`src/rtl/vga_pkg.sv`:
```
// vga_pkg: 640x480@60 timing constants shared by the capture path and the
// timing generator, plus the capture lock-state enum.
package vga_pkg;

    localparam int unsigned H_SYNC_PW      = 96;
    localparam int unsigned H_L_PORCH      = 48;
    localparam int unsigned H_VISIBLE      = 640;
    localparam int unsigned H_TOTAL_WIDTH  = 800;
    localparam int unsigned V_SYNC_PW      = 2;
    localparam int unsigned V_T_PORCH      = 33;
    localparam int unsigned V_VISIBLE      = 480;
    localparam int unsigned V_TOTAL_HEIGHT = 525;

    // Source colour trails its internal coordinate by this many clocks.
    localparam int unsigned RGB_LAG = 1;

    localparam int unsigned CNT_W = 10;

    typedef enum logic [1:0] {
        StSearch,
        StMeasure,
        StLocked
    } cap_state_e;

endpackage

```
`src/rtl/vga_sync_checker.sv`:
```
// vga_sync_checker: edge detection on the registered syncs, h/v position
// counters and timing-violation detection.
// Ports:
//   clk_vga, rst_n_vga : pixel clock, async active-low reset
//   hs_s1, vs_s1       : syncs after the input register stage
//   h_cnt, v_cnt       : position of the current S1 sample (combinational)
//   vs_fall            : vs falling edge seen in the current S1 sample
//   sync_err           : any timing violation in the current S1 sample
module vga_sync_checker
    import vga_pkg::*;
#(
    parameter int unsigned HSyncPw = H_SYNC_PW,
    parameter int unsigned HTotal  = H_TOTAL_WIDTH,
    parameter int unsigned VSyncPw = V_SYNC_PW,
    parameter int unsigned VTotal  = V_TOTAL_HEIGHT
) (
    input  logic             clk_vga,
    input  logic             rst_n_vga,
    input  logic             hs_s1,
    input  logic             vs_s1,
    output logic [CNT_W-1:0] h_cnt,
    output logic [CNT_W-1:0] v_cnt,
    output logic             vs_fall,
    output logic             sync_err
);

    localparam logic [CNT_W-1:0] HLast  = CNT_W'(HTotal - 1);
    localparam logic [CNT_W-1:0] VLast  = CNT_W'(VTotal - 1);
    localparam logic [CNT_W-1:0] HPw    = CNT_W'(HSyncPw);
    localparam logic [CNT_W-1:0] VPw    = CNT_W'(VSyncPw);
    localparam logic [CNT_W-1:0] CntMax = '1;

    logic             hs_prev, vs_prev;
    logic [CNT_W-1:0] h_cnt_q, v_cnt_q;
    // Set once a reference falling edge has been seen; measurements made
    // before that are meaningless and must not flag errors.
    logic             h_armed_q, v_armed_q;
    logic             hs_fall, hs_rise, vs_rise;

    always_comb begin
        hs_fall = hs_prev & ~hs_s1;
        hs_rise = ~hs_prev & hs_s1;
        vs_fall = vs_prev & ~vs_s1;
        vs_rise = ~vs_prev & vs_s1;

        if (hs_fall) begin
            h_cnt = '0;
        end else if (h_cnt_q == CntMax) begin
            h_cnt = h_cnt_q;
        end else begin
            h_cnt = h_cnt_q + 1'b1;
        end

        v_cnt = v_cnt_q;
        if (hs_fall) begin
            if (vs_fall) begin
                v_cnt = '0;
            end else if (v_cnt_q != CntMax) begin
                v_cnt = v_cnt_q + 1'b1;
            end
        end

        // h_cnt_q / v_cnt_q are the values of the sample before the edge.
        sync_err = (hs_fall & h_armed_q & (h_cnt_q != HLast))
                 | (hs_rise & h_armed_q & (h_cnt != HPw))
                 | (vs_fall & ~hs_fall)
                 | (vs_fall & v_armed_q & (v_cnt_q != VLast))
                 | (vs_rise & v_armed_q & (v_cnt != VPw));
    end

    always_ff @(posedge clk_vga or negedge rst_n_vga) begin
        if (!rst_n_vga) begin
            hs_prev   <= 1'b1;
            vs_prev   <= 1'b1;
            h_cnt_q   <= '0;
            v_cnt_q   <= '0;
            h_armed_q <= 1'b0;
            v_armed_q <= 1'b0;
        end else begin
            hs_prev <= hs_s1;
            vs_prev <= vs_s1;
            h_cnt_q <= h_cnt;
            v_cnt_q <= v_cnt;
            if (hs_fall) h_armed_q <= 1'b1;
            if (vs_fall) v_armed_q <= 1'b1;
        end
    end

endmodule

```
`src/rtl/vga_capture.sv`:
```
// vga_capture: registers a VGA source, checks its timing, locks onto it and
// emits captured pixels with coordinates two clocks after the pins.
// Ports:
//   clk_vga, rst_n_vga         : pixel clock, async active-low reset
//   i_vga_hs/vs, i_vga_r/g/b   : source syncs (active low) and colour
//   o_x, o_y, o_de, o_r/g/b    : captured pixel, coordinates held when !o_de
//   o_frame_start              : pulse with pixel (0,0)
//   o_locked                   : source timing locked
//   o_err, o_err_cnt           : violation pulse, saturating violation count
module vga_capture
    import vga_pkg::*;
#(
    parameter int unsigned HSyncPw  = H_SYNC_PW,
    parameter int unsigned HLPorch  = H_L_PORCH,
    parameter int unsigned HVisible = H_VISIBLE,
    parameter int unsigned HTotal   = H_TOTAL_WIDTH,
    parameter int unsigned VSyncPw  = V_SYNC_PW,
    parameter int unsigned VTPorch  = V_T_PORCH,
    parameter int unsigned VVisible = V_VISIBLE,
    parameter int unsigned VTotal   = V_TOTAL_HEIGHT
) (
    input  logic        clk_vga,
    input  logic        rst_n_vga,
    input  logic        i_vga_hs,
    input  logic        i_vga_vs,
    input  logic [3:0]  i_vga_r,
    input  logic [3:0]  i_vga_g,
    input  logic [3:0]  i_vga_b,
    output logic [10:0] o_x,
    output logic [10:0] o_y,
    output logic        o_de,
    output logic [3:0]  o_r,
    output logic [3:0]  o_g,
    output logic [3:0]  o_b,
    output logic        o_frame_start,
    output logic        o_locked,
    output logic        o_err,
    output logic [7:0]  o_err_cnt
);

    localparam logic [CNT_W-1:0] HVisLo = CNT_W'(HSyncPw + HLPorch + RGB_LAG);
    localparam logic [CNT_W-1:0] HVisHi = CNT_W'(HSyncPw + HLPorch + RGB_LAG + HVisible - 1);
    localparam logic [CNT_W-1:0] VVisLo = CNT_W'(VSyncPw + VTPorch);
    localparam logic [CNT_W-1:0] VVisHi = CNT_W'(VSyncPw + VTPorch + VVisible - 1);

    logic             hs_s1, vs_s1;
    logic [3:0]       r_s1, g_s1, b_s1;
    logic [CNT_W-1:0] h_cnt, v_cnt;
    logic             vs_fall, sync_err, visible;
    cap_state_e       state_q, state_d;

    vga_sync_checker #(
        .HSyncPw (HSyncPw),
        .HTotal  (HTotal),
        .VSyncPw (VSyncPw),
        .VTotal  (VTotal)
    ) u_checker (
        .clk_vga   (clk_vga),
        .rst_n_vga (rst_n_vga),
        .hs_s1     (hs_s1),
        .vs_s1     (vs_s1),
        .h_cnt     (h_cnt),
        .v_cnt     (v_cnt),
        .vs_fall   (vs_fall),
        .sync_err  (sync_err)
    );

    always_ff @(posedge clk_vga or negedge rst_n_vga) begin
        if (!rst_n_vga) begin
            hs_s1   <= 1'b1;
            vs_s1   <= 1'b1;
            r_s1    <= '0;
            g_s1    <= '0;
            b_s1    <= '0;
            state_q <= StSearch;
        end else begin
            hs_s1   <= i_vga_hs;
            vs_s1   <= i_vga_vs;
            r_s1    <= i_vga_r;
            g_s1    <= i_vga_g;
            b_s1    <= i_vga_b;
            state_q <= state_d;
        end
    end

    // An error always wins over any vs-driven advance.
    always_comb begin
        state_d = state_q;
        unique case (state_q)
            StSearch:  if (!sync_err && vs_fall) state_d = StMeasure;
            StMeasure: begin
                if (sync_err) state_d = StSearch;
                else if (vs_fall) state_d = StLocked;
            end
            StLocked:  if (sync_err) state_d = StSearch;
            default:   state_d = StSearch;
        endcase

        // Gating with sync_err drops o_de in the cycle right after detection.
        visible = (state_q == StLocked) && !sync_err
                && (h_cnt >= HVisLo) && (h_cnt <= HVisHi)
                && (v_cnt >= VVisLo) && (v_cnt <= VVisHi);
    end

    always_ff @(posedge clk_vga or negedge rst_n_vga) begin
        if (!rst_n_vga) begin
            o_x           <= '0;
            o_y           <= '0;
            o_de          <= 1'b0;
            o_r           <= '0;
            o_g           <= '0;
            o_b           <= '0;
            o_frame_start <= 1'b0;
            o_locked      <= 1'b0;
            o_err         <= 1'b0;
            o_err_cnt     <= '0;
        end else begin
            o_de          <= visible;
            o_frame_start <= visible && (h_cnt == HVisLo) && (v_cnt == VVisLo);
            o_locked      <= (state_d == StLocked);
            o_err         <= sync_err;
            if (sync_err && (o_err_cnt != 8'hFF)) o_err_cnt <= o_err_cnt + 8'd1;
            if (visible) begin
                o_x <= {1'b0, h_cnt - HVisLo};
                o_y <= {1'b0, v_cnt - VVisLo};
                o_r <= r_s1;
                o_g <= g_s1;
                o_b <= b_s1;
            end else begin
                o_r <= '0;
                o_g <= '0;
                o_b <= '0;
            end
        end
    end

endmodule

```
`config.mk`:
```
export PLATFORM = sky130hd
export DESIGN_NAME = vga_capture
export DESIGN_NICKNAME = d
export VERILOG_FILES = /design/src/rtl/vga_pkg.sv /design/src/rtl/vga_sync_checker.sv /design/src/rtl/vga_capture.sv
export SDC_FILE = /design/constraint.sdc
export NUM_CORES = 1
export LEC_CHECK = 0
export CORE_UTILIZATION = 56
export CTS_BUF_LIST = sky130_fd_sc_hd__clkbuf_8
export DETAILED_ROUTE_END_ITERATION = 6
export GPL_ROUTABILITY_DRIVEN = 0
export PLACE_DENSITY_LB_ADDON = 0.12
export SLEW_MARGIN = 40
export SYNTH_ARGS = -nofsm -noshare
export SYNTH_HDL_FRONTEND = slang
export SYNTH_SLANG_ARGS = --single-unit
```
`constraint.sdc`:
```
create_clock -name clk_vga -period 3.9 [get_ports clk_vga]
set_input_delay 0.78 -clock clk_vga [delete_from_list [all_inputs] [get_ports clk_vga]]
set_output_delay 0.78 -clock clk_vga [all_outputs]
set_load 0.02 [all_outputs]
```
Word-level counts from Yosys, hierarchy flattened
Cells that the tools add are included.
- bits in registers: 84
- add/sub/neg operators: 5
- $lt $le $gt $ge: 4
- eq/ne operators: 12
- muxes and demuxes: 13
- bitwise gates (word level): 22
- reduce and logical (&&, ||, !) cells: 11
- operator list (kind ; number):
    10-bit two-way mux ; 5
    10-bit != test, second input constant ; 3
    10-bit by 1-bit adder with 10-bit output, second input constant ; 2
    10-bit <= comparator, second input constant ; 2
    1-bit AND ; 13
    4-bit two-way mux ; 3
    10-bit == test, second input constant ; 1
    10-bit by 6-bit == test with 1-bit output, second input constant ; 1
    10-bit by 8-bit == test with 1-bit output, second input constant ; 1
    10-bit by 6-bit greater-or-equal comparator with 1-bit output, second input constant ; 1
    10-bit by 8-bit greater-or-equal comparator with 1-bit output, second input constant ; 1
    10-bit by 2-bit != test with 1-bit output, second input constant ; 1
    10-bit by 7-bit != test with 1-bit output, second input constant ; 1
    10-bit by 6-bit subtractor with 10-bit output, second input constant ; 1
    10-bit by 8-bit subtractor with 10-bit output, second input constant ; 1
    1-bit logical AND ; 9
    8-bit by 1-bit adder with 8-bit output, second input constant ; 1
    2-bit two-way mux ; 4
    8-bit != test, second input constant ; 1
    2-bit one-hot mux with 3 select lines ; 1
    1-bit inverter ; 5
    2-bit == test, second input constant ; 2
    1-bit bitwise OR ; 4
    2-bit by 1-bit == test with 1-bit output, second input constant ; 1
    other kinds (2) ; 2

Longest topological paths before layout
- word-level depth: 17
- mapped depth: 14
- gate-level depth less buffers: 12

Cells and area by module
Synthesis repeated with hierarchy kept, for this count alone.
- cell total of the unflattened synthesis: 344
- area total of the unflattened synthesis: 4015.1 µm²
- by module, submodules not included (module ; times used ; cells an instance ; area an instance (µm²) ; sequential area each (µm²)):
    vga_capture ; 1 ; 188 ; 2523.7 ; 1503.9
    vga_sync_checker ; 1 ; 156 ; 1491.4 ; 603.1

Least setup slack after synthesis
No wires, ideal clock.
- path kind: flip-flop to flip-flop
- start point: register hs_s1
- end point: register o_x[5]
- setup time: 0.125 ns
- arrival: 3.188 ns
- required time: 3.775 ns
- slack: 0.586 ns
- stages on the path, launching flop included: 15
- path buffers: 4
- clock period less this slack: 3.314 ns
- cells stage by stage: dfstp_2 > nor2b_1 > buf_2 > clkbuf_1 > and4_1 > a21oi_1 > inv_1 > ha_1 > o41ai_1 > a21oi_1 > a31o_1 > nor4bb_4 > buf_6 > buf_8 > mux2_4
- elaborated cells between the ends (all ways): 29
- those cells by class: 1 x add/sub; 4 x order compare; 2 x eq/ne; 2 x mux; 14 x bitwise; 6 x reduce/logical
- RTL lines (item ; RTL line ; source):
    start: declaration ; vga_capture.sv:46 ; logic hs_s1, vs_s1;
    start signal: assignment ; vga_capture.sv:77 ; hs_s1 <= i_vga_hs;
    1-bit inverter * ; vga_sync_checker.sv:41 ; hs_fall = hs_prev & ~hs_s1;
    1-bit AND * ; vga_sync_checker.sv:41 ;
    10-bit two-way mux * ; vga_sync_checker.sv:55 ; if (hs_fall) begin
    via u_checker.v_cnt[0] ; vga_sync_checker.sv:22 ; output logic [CNT_W-1:0] v_cnt,
    10-bit by 2-bit != test with 1-bit output ; vga_sync_checker.sv:68 ; | (vs_rise & v_armed_q & (v_cnt != VPw));
    1-bit AND ; vga_sync_checker.sv:68 ;
    1-bit bitwise OR ; vga_sync_checker.sv:68 ;
    1-bit zero test ; vga_capture.sv:100 ; visible = (state_q == StLocked) && !sync_err
    1-bit logical AND ; vga_capture.sv:100 ;
    1-bit logical AND (2 in a row) ; vga_capture.sv:101 ; && (h_cnt >= HVisLo) && (h_cnt <= HVisHi)
    1-bit logical AND ; vga_capture.sv:102 ; && (v_cnt >= VVisLo) && (v_cnt <= VVisHi);
    1-bit logical AND * ; vga_capture.sv:102 ;
    end signal: assignment ; vga_capture.sv:124 ; o_x <= {1'b0, h_cnt - HVisLo};
    end: declaration ; vga_capture.sv:29 ; output logic [10:0] o_x,
Mark *: on every way through the listed nets, which the timed path passes. The rest lies on a longest branch.
A chain may end at the register's enable or synchronous reset.

Worst setup path in the final report
- start point: register u_checker.h_cnt_q[0]
- end point: register o_x[2]
- cells in the longest elaborated chain, start to end: 15
- elaborated cells between the ends (all ways): 21
- those cells by class: 2 x add/sub; 2 x order compare; 3 x eq/ne; 2 x mux; 6 x bitwise; 6 x reduce/logical
- ends and longest elaborated chain (item ; RTL line ; source):
    start: declaration ; vga_sync_checker.sv:34 ; logic [CNT_W-1:0] h_cnt_q, v_cnt_q;
    start signal: assignment ; vga_sync_checker.sv:82 ; h_cnt_q <= h_cnt;
    10-bit by 1-bit adder with 10-bit output / 10-bit == test (equally long branches) ; vga_sync_checker.sv:51, vga_sync_checker.sv:48 ;
    10-bit two-way mux ; vga_sync_checker.sv:48 ; end else if (h_cnt_q == CntMax) begin
    10-bit two-way mux ; vga_sync_checker.sv:46 ; if (hs_fall) begin
    10-bit by 7-bit != test with 1-bit output ; vga_sync_checker.sv:65 ; | (hs_rise & h_armed_q & (h_cnt != HPw))
    1-bit AND ; vga_sync_checker.sv:65 ;
    1-bit bitwise OR ; vga_sync_checker.sv:65 ;
    1-bit bitwise OR ; vga_sync_checker.sv:66 ; | (vs_fall & ~hs_fall)
    1-bit bitwise OR ; vga_sync_checker.sv:67 ; | (vs_fall & v_armed_q & (v_cnt_q != VLast))
    1-bit bitwise OR ; vga_sync_checker.sv:68 ;
    1-bit zero test ; vga_capture.sv:100 ;
    1-bit logical AND ; vga_capture.sv:100 ;
    1-bit logical AND (2 in a row) ; vga_capture.sv:101 ;
    1-bit logical AND (2 in a row) ; vga_capture.sv:102 ;
Several ways; a longest one is shown, not always the timed one.

==> impl_metrics.ini <==
[run_status]
status = completed

[synth]
netlist_area_um2 = 4075
synth_top_area_share_pct = 49.12
avgSynthCellArea_um2 = 11.48
synth_edf_count = 0
ys_ff_latch = 84
yosys_most_used_dff = dfrtp_1
synth_area_leaders = dfrtp_1 49%, mux2_4 5.5%, and2_1 2.8%
postSynth.asyncResetShare_pct = 100.0
ys_seq_area_share_pct = 51.70
yosysWarnings = 0
synthDistinctLibCells = 60
synth_cells = 355
synth_top_cell_by_area = dfrtp_1

[timing]
final.setup.worst_slack_ns = 0.2845
whs_ns = 0.2847
fin_crit_sh_pct = 92.70
worstMarginPinSlew_ns = 0.6256
slew_headroom_pct = 57.97
finalMaxSlewViolations = 0
setup_viol = 0
layout_min_cycle_time_ns = 3.615
hold_viol = 0
setup_tns_ns = 0
rsz0062_at_grt = false
max_freq_mhz = 276.6
skew_ns = 0.009144

[layout]
syn_to_final_growth_pct = 23.76
layout.cells.non_filler = 523
nFillCells = 498
diodes = 0
layout-drive-gt1-share_pct = 15.46
nNetsFinal = 447

[worst_hold_path]
min_path_type = primary input to asynchronous set/reset pin

[drt]
top_layer_used = met4
route.vias.total = 2996
avgViaCountPerCell = 5.728
drt_iter0_markers = 205
drc = 0
routedWlPerCell_um = 17.10
firstDrtPassIters = 4
dr_wl_met3_um = 563
wl_met1_mm = 3.938
ant_nets = 0
wl_met2_mm = 4.314
postRouteWirelength_mm = 8.944

[setup_path]
r2r_setup_slack_ns = 0.28
required_ns = 4.15
cp_cell_sequence = ha_1 > and4_1 > nand3_1 > xor2_1 > nand2_1 > ha_1 > nand2_1 > a2111oi_1 > o21ai_1 > nor4bb_4 > buf_12 > mux2_2
reg2reg_to = o_x[2]
crit_path_start_kind = flop
critPathSlowestCell = dfrtp_1
r2r_start = u_checker.h_cnt_q[0]
cp.buffers_inverters = 1
critPathKind = flop to flop
cp_data_arrival_time_ns = 3.86
path_delay_family = simple AND/OR/NAND/NOR gates
worstSetupEndpointType = flop
crit_fanout = 32
cpPeakStageDelay_ns = 0.48
worst_r2r_path_depth = 12

[floorplanning]
pin_count = 62
dieWidth_um = 87.31
die_y_um = 87.31
dieArea_um2 = 7622
num_rows = 30
coreArea_um2 = 6907
initial_utilization_pct = 59.00

[placed_design]
dpl.hpwl_mm = 6.132
pre_cts_ws_ns = 0.2301
dp.cells = 506
numPortBuffers = 59

[cts]
cts_tree = yes
postCtsHoldBufs = 0
cts_root_buf = clkbuf_8
cts_buffers = 9
cts.sinks = 84
clk_latency_ns = 0.35
cts.path.max_buffers = 2
clkTransAtPathRegs_ns = 0.09
cts-htree-levels = 3

[global_routing]
antenna_found_initial = 0
grt-ovfl-total = 0
grt_pass1_vias = 2979
grt_pass1_wl_mm = 14.75
grt_max_degree = 85
track_usage_pct = 25.91

[power]
power_density_nw_per_um2 = 453.3
p_leak_nw = 2.250
irDropWorstVdd_mv = 0.4224

[run]
maxCapViolCount = 0
[state kept, by name (all words and copies together) (netlist names), 2 cells and up]
name / flops
u_checker.h_cnt_q: 10
o_b: 4
o_x: 10
o_r: 4
g_s1: 4
r_s1: 4
o_g: 4
state_q: 2
u_checker.v_cnt_q: 10
o_err_cnt: 8
o_y: 10
b_s1: 4
[Yosys cell counts, drive strengths merged (2+ instances only)]
library cell,instances
dfrtp,80
nand2,25
mux2,22
and2,19
a21oi,16
nor3,16
inv,14
nor2,14
buf,12
nand4,11
xnor2,11
xor2,11
ha,9
and3,8
nand2b,8
nand3,6
a41oi,5
and4,5
mux2i,5
o21ai,5
a211oi,4
dfstp,4
nor2b,4
a311oi,3
a31o,3
a31oi,3
o22ai,3
o41ai,3
a2111oi,2
a21o,2
clkbuf,2
nand3b,2
nand4b,2
nor4,2
nor4bb,2
o211ai,2
[metrics by stage]
| stage | total power (W) | utilization, % | cell area, µm² |
|---|---|---|---|
| 3_3_place_gp | 0.001554 | 69.02 | 4767 |
| 3_5_place_dp | 0.001569 | 69.15 | 4776 |
| 6_report | 0.002286 | 73.03 | 5044 |
| 2_1_floorplan | 0.001376 | - | 4079 |
| 4_1_cts | 0.002290 | 72.50 | 5007 |
| 5_1_grt | 0.002408 | 73.03 | 5044 |
[cell usage in the layout, fill, tap and decap left out, types with 3 or more instances in the layout]
master           count
a211oi_1             4
a21oi_1             16
a31oi_1              3
a41oi_1              4
and2_1              18
and3_1               8
and4_1               5
buf_4                8
clkbuf_8            10
clkdlybuf4s50_1     58
dfrtp_1             80
dfstp_2              4
ha_1                 9
inv_1               14
mux2_2               7
mux2_4              15
mux2i_1              5
nand2_1             25
nand2b_1             8
nand3_1              5
nand4_1             11
nor2_1              13
nor2b_1              4
nor3_1              14
o21ai_0              4
o22ai_1              3
xnor2_1             11
xor2_1              11
[how the worst max path moves through the flow]
stage | slack (ns) | cells after the start | from | end
floorplan | 0.59 | 14 | hs_s1 | o_x[5]
global placement | 0.27 | 12 | u_checker.h_cnt_q[0] | o_x[0]
detailed placement | 0.23 | 12 | u_checker.h_cnt_q[0] | o_x[2]
CTS | 0.23 | 12 | u_checker.h_cnt_q[0] | o_x[2]
global route | 0.03 | 12 | u_checker.h_cnt_q[0] | o_x[2]
finish | 0.28 | 12 | u_checker.h_cnt_q[0] | o_x[2]
[layer usage]
metal / up-vias / GRT usage (%)
li1: 1402 / -
met1: 1466 / 35.49
met2: 114 / 39.56
met3: 14 / 7.583
met4: 0 / 8.942
met5: - / 0
[where the power goes]
group	switching, W	leakage (nW)	internal (W)	total, W
registers	0.0000982	1.10	0.000946	0.00104
clock network	0.000333	0.113	0.000384	0.000718
logic	0.000287	1.04	0.000238	0.000525
[repair_timing]
action                                  4_1_cts  5_1_grt
resized for setup                             0        2
endpoints found under the hold margin         0        0
setup buffers                                 0        0
endpoints found under the setup margin        0       19
[logic make-up after synthesis]
family,synth area share (%)
other,0.09202
buffers and inverters,3.746
DFF,51.70
AOI/OAI and AO/OA,9.795
adders and majority gates,2.763
and+or+nand+nor,18.48
muxes,8.689
xor gates and xnor gates,4.728
[cell type report]
| class | count | area [µm²] | share of cell area, % |
|---|---|---|---|
| clock buffer | 10 | 137.6 | 2.729 |
| clock inverter | 6 | 93.84 | 1.861 |
| inverter | 14 | 52.55 | 1.042 |
| multi-input combinational | 244 | 1833 | 36.34 |
| sequential | 84 | 2107 | 41.78 |
| tap | 96 | 120.1 | 2.382 |
| timing repair buffer | 69 | 699.4 | 13.87 |
No activity file was read; power rests on OpenSTA's default activity.
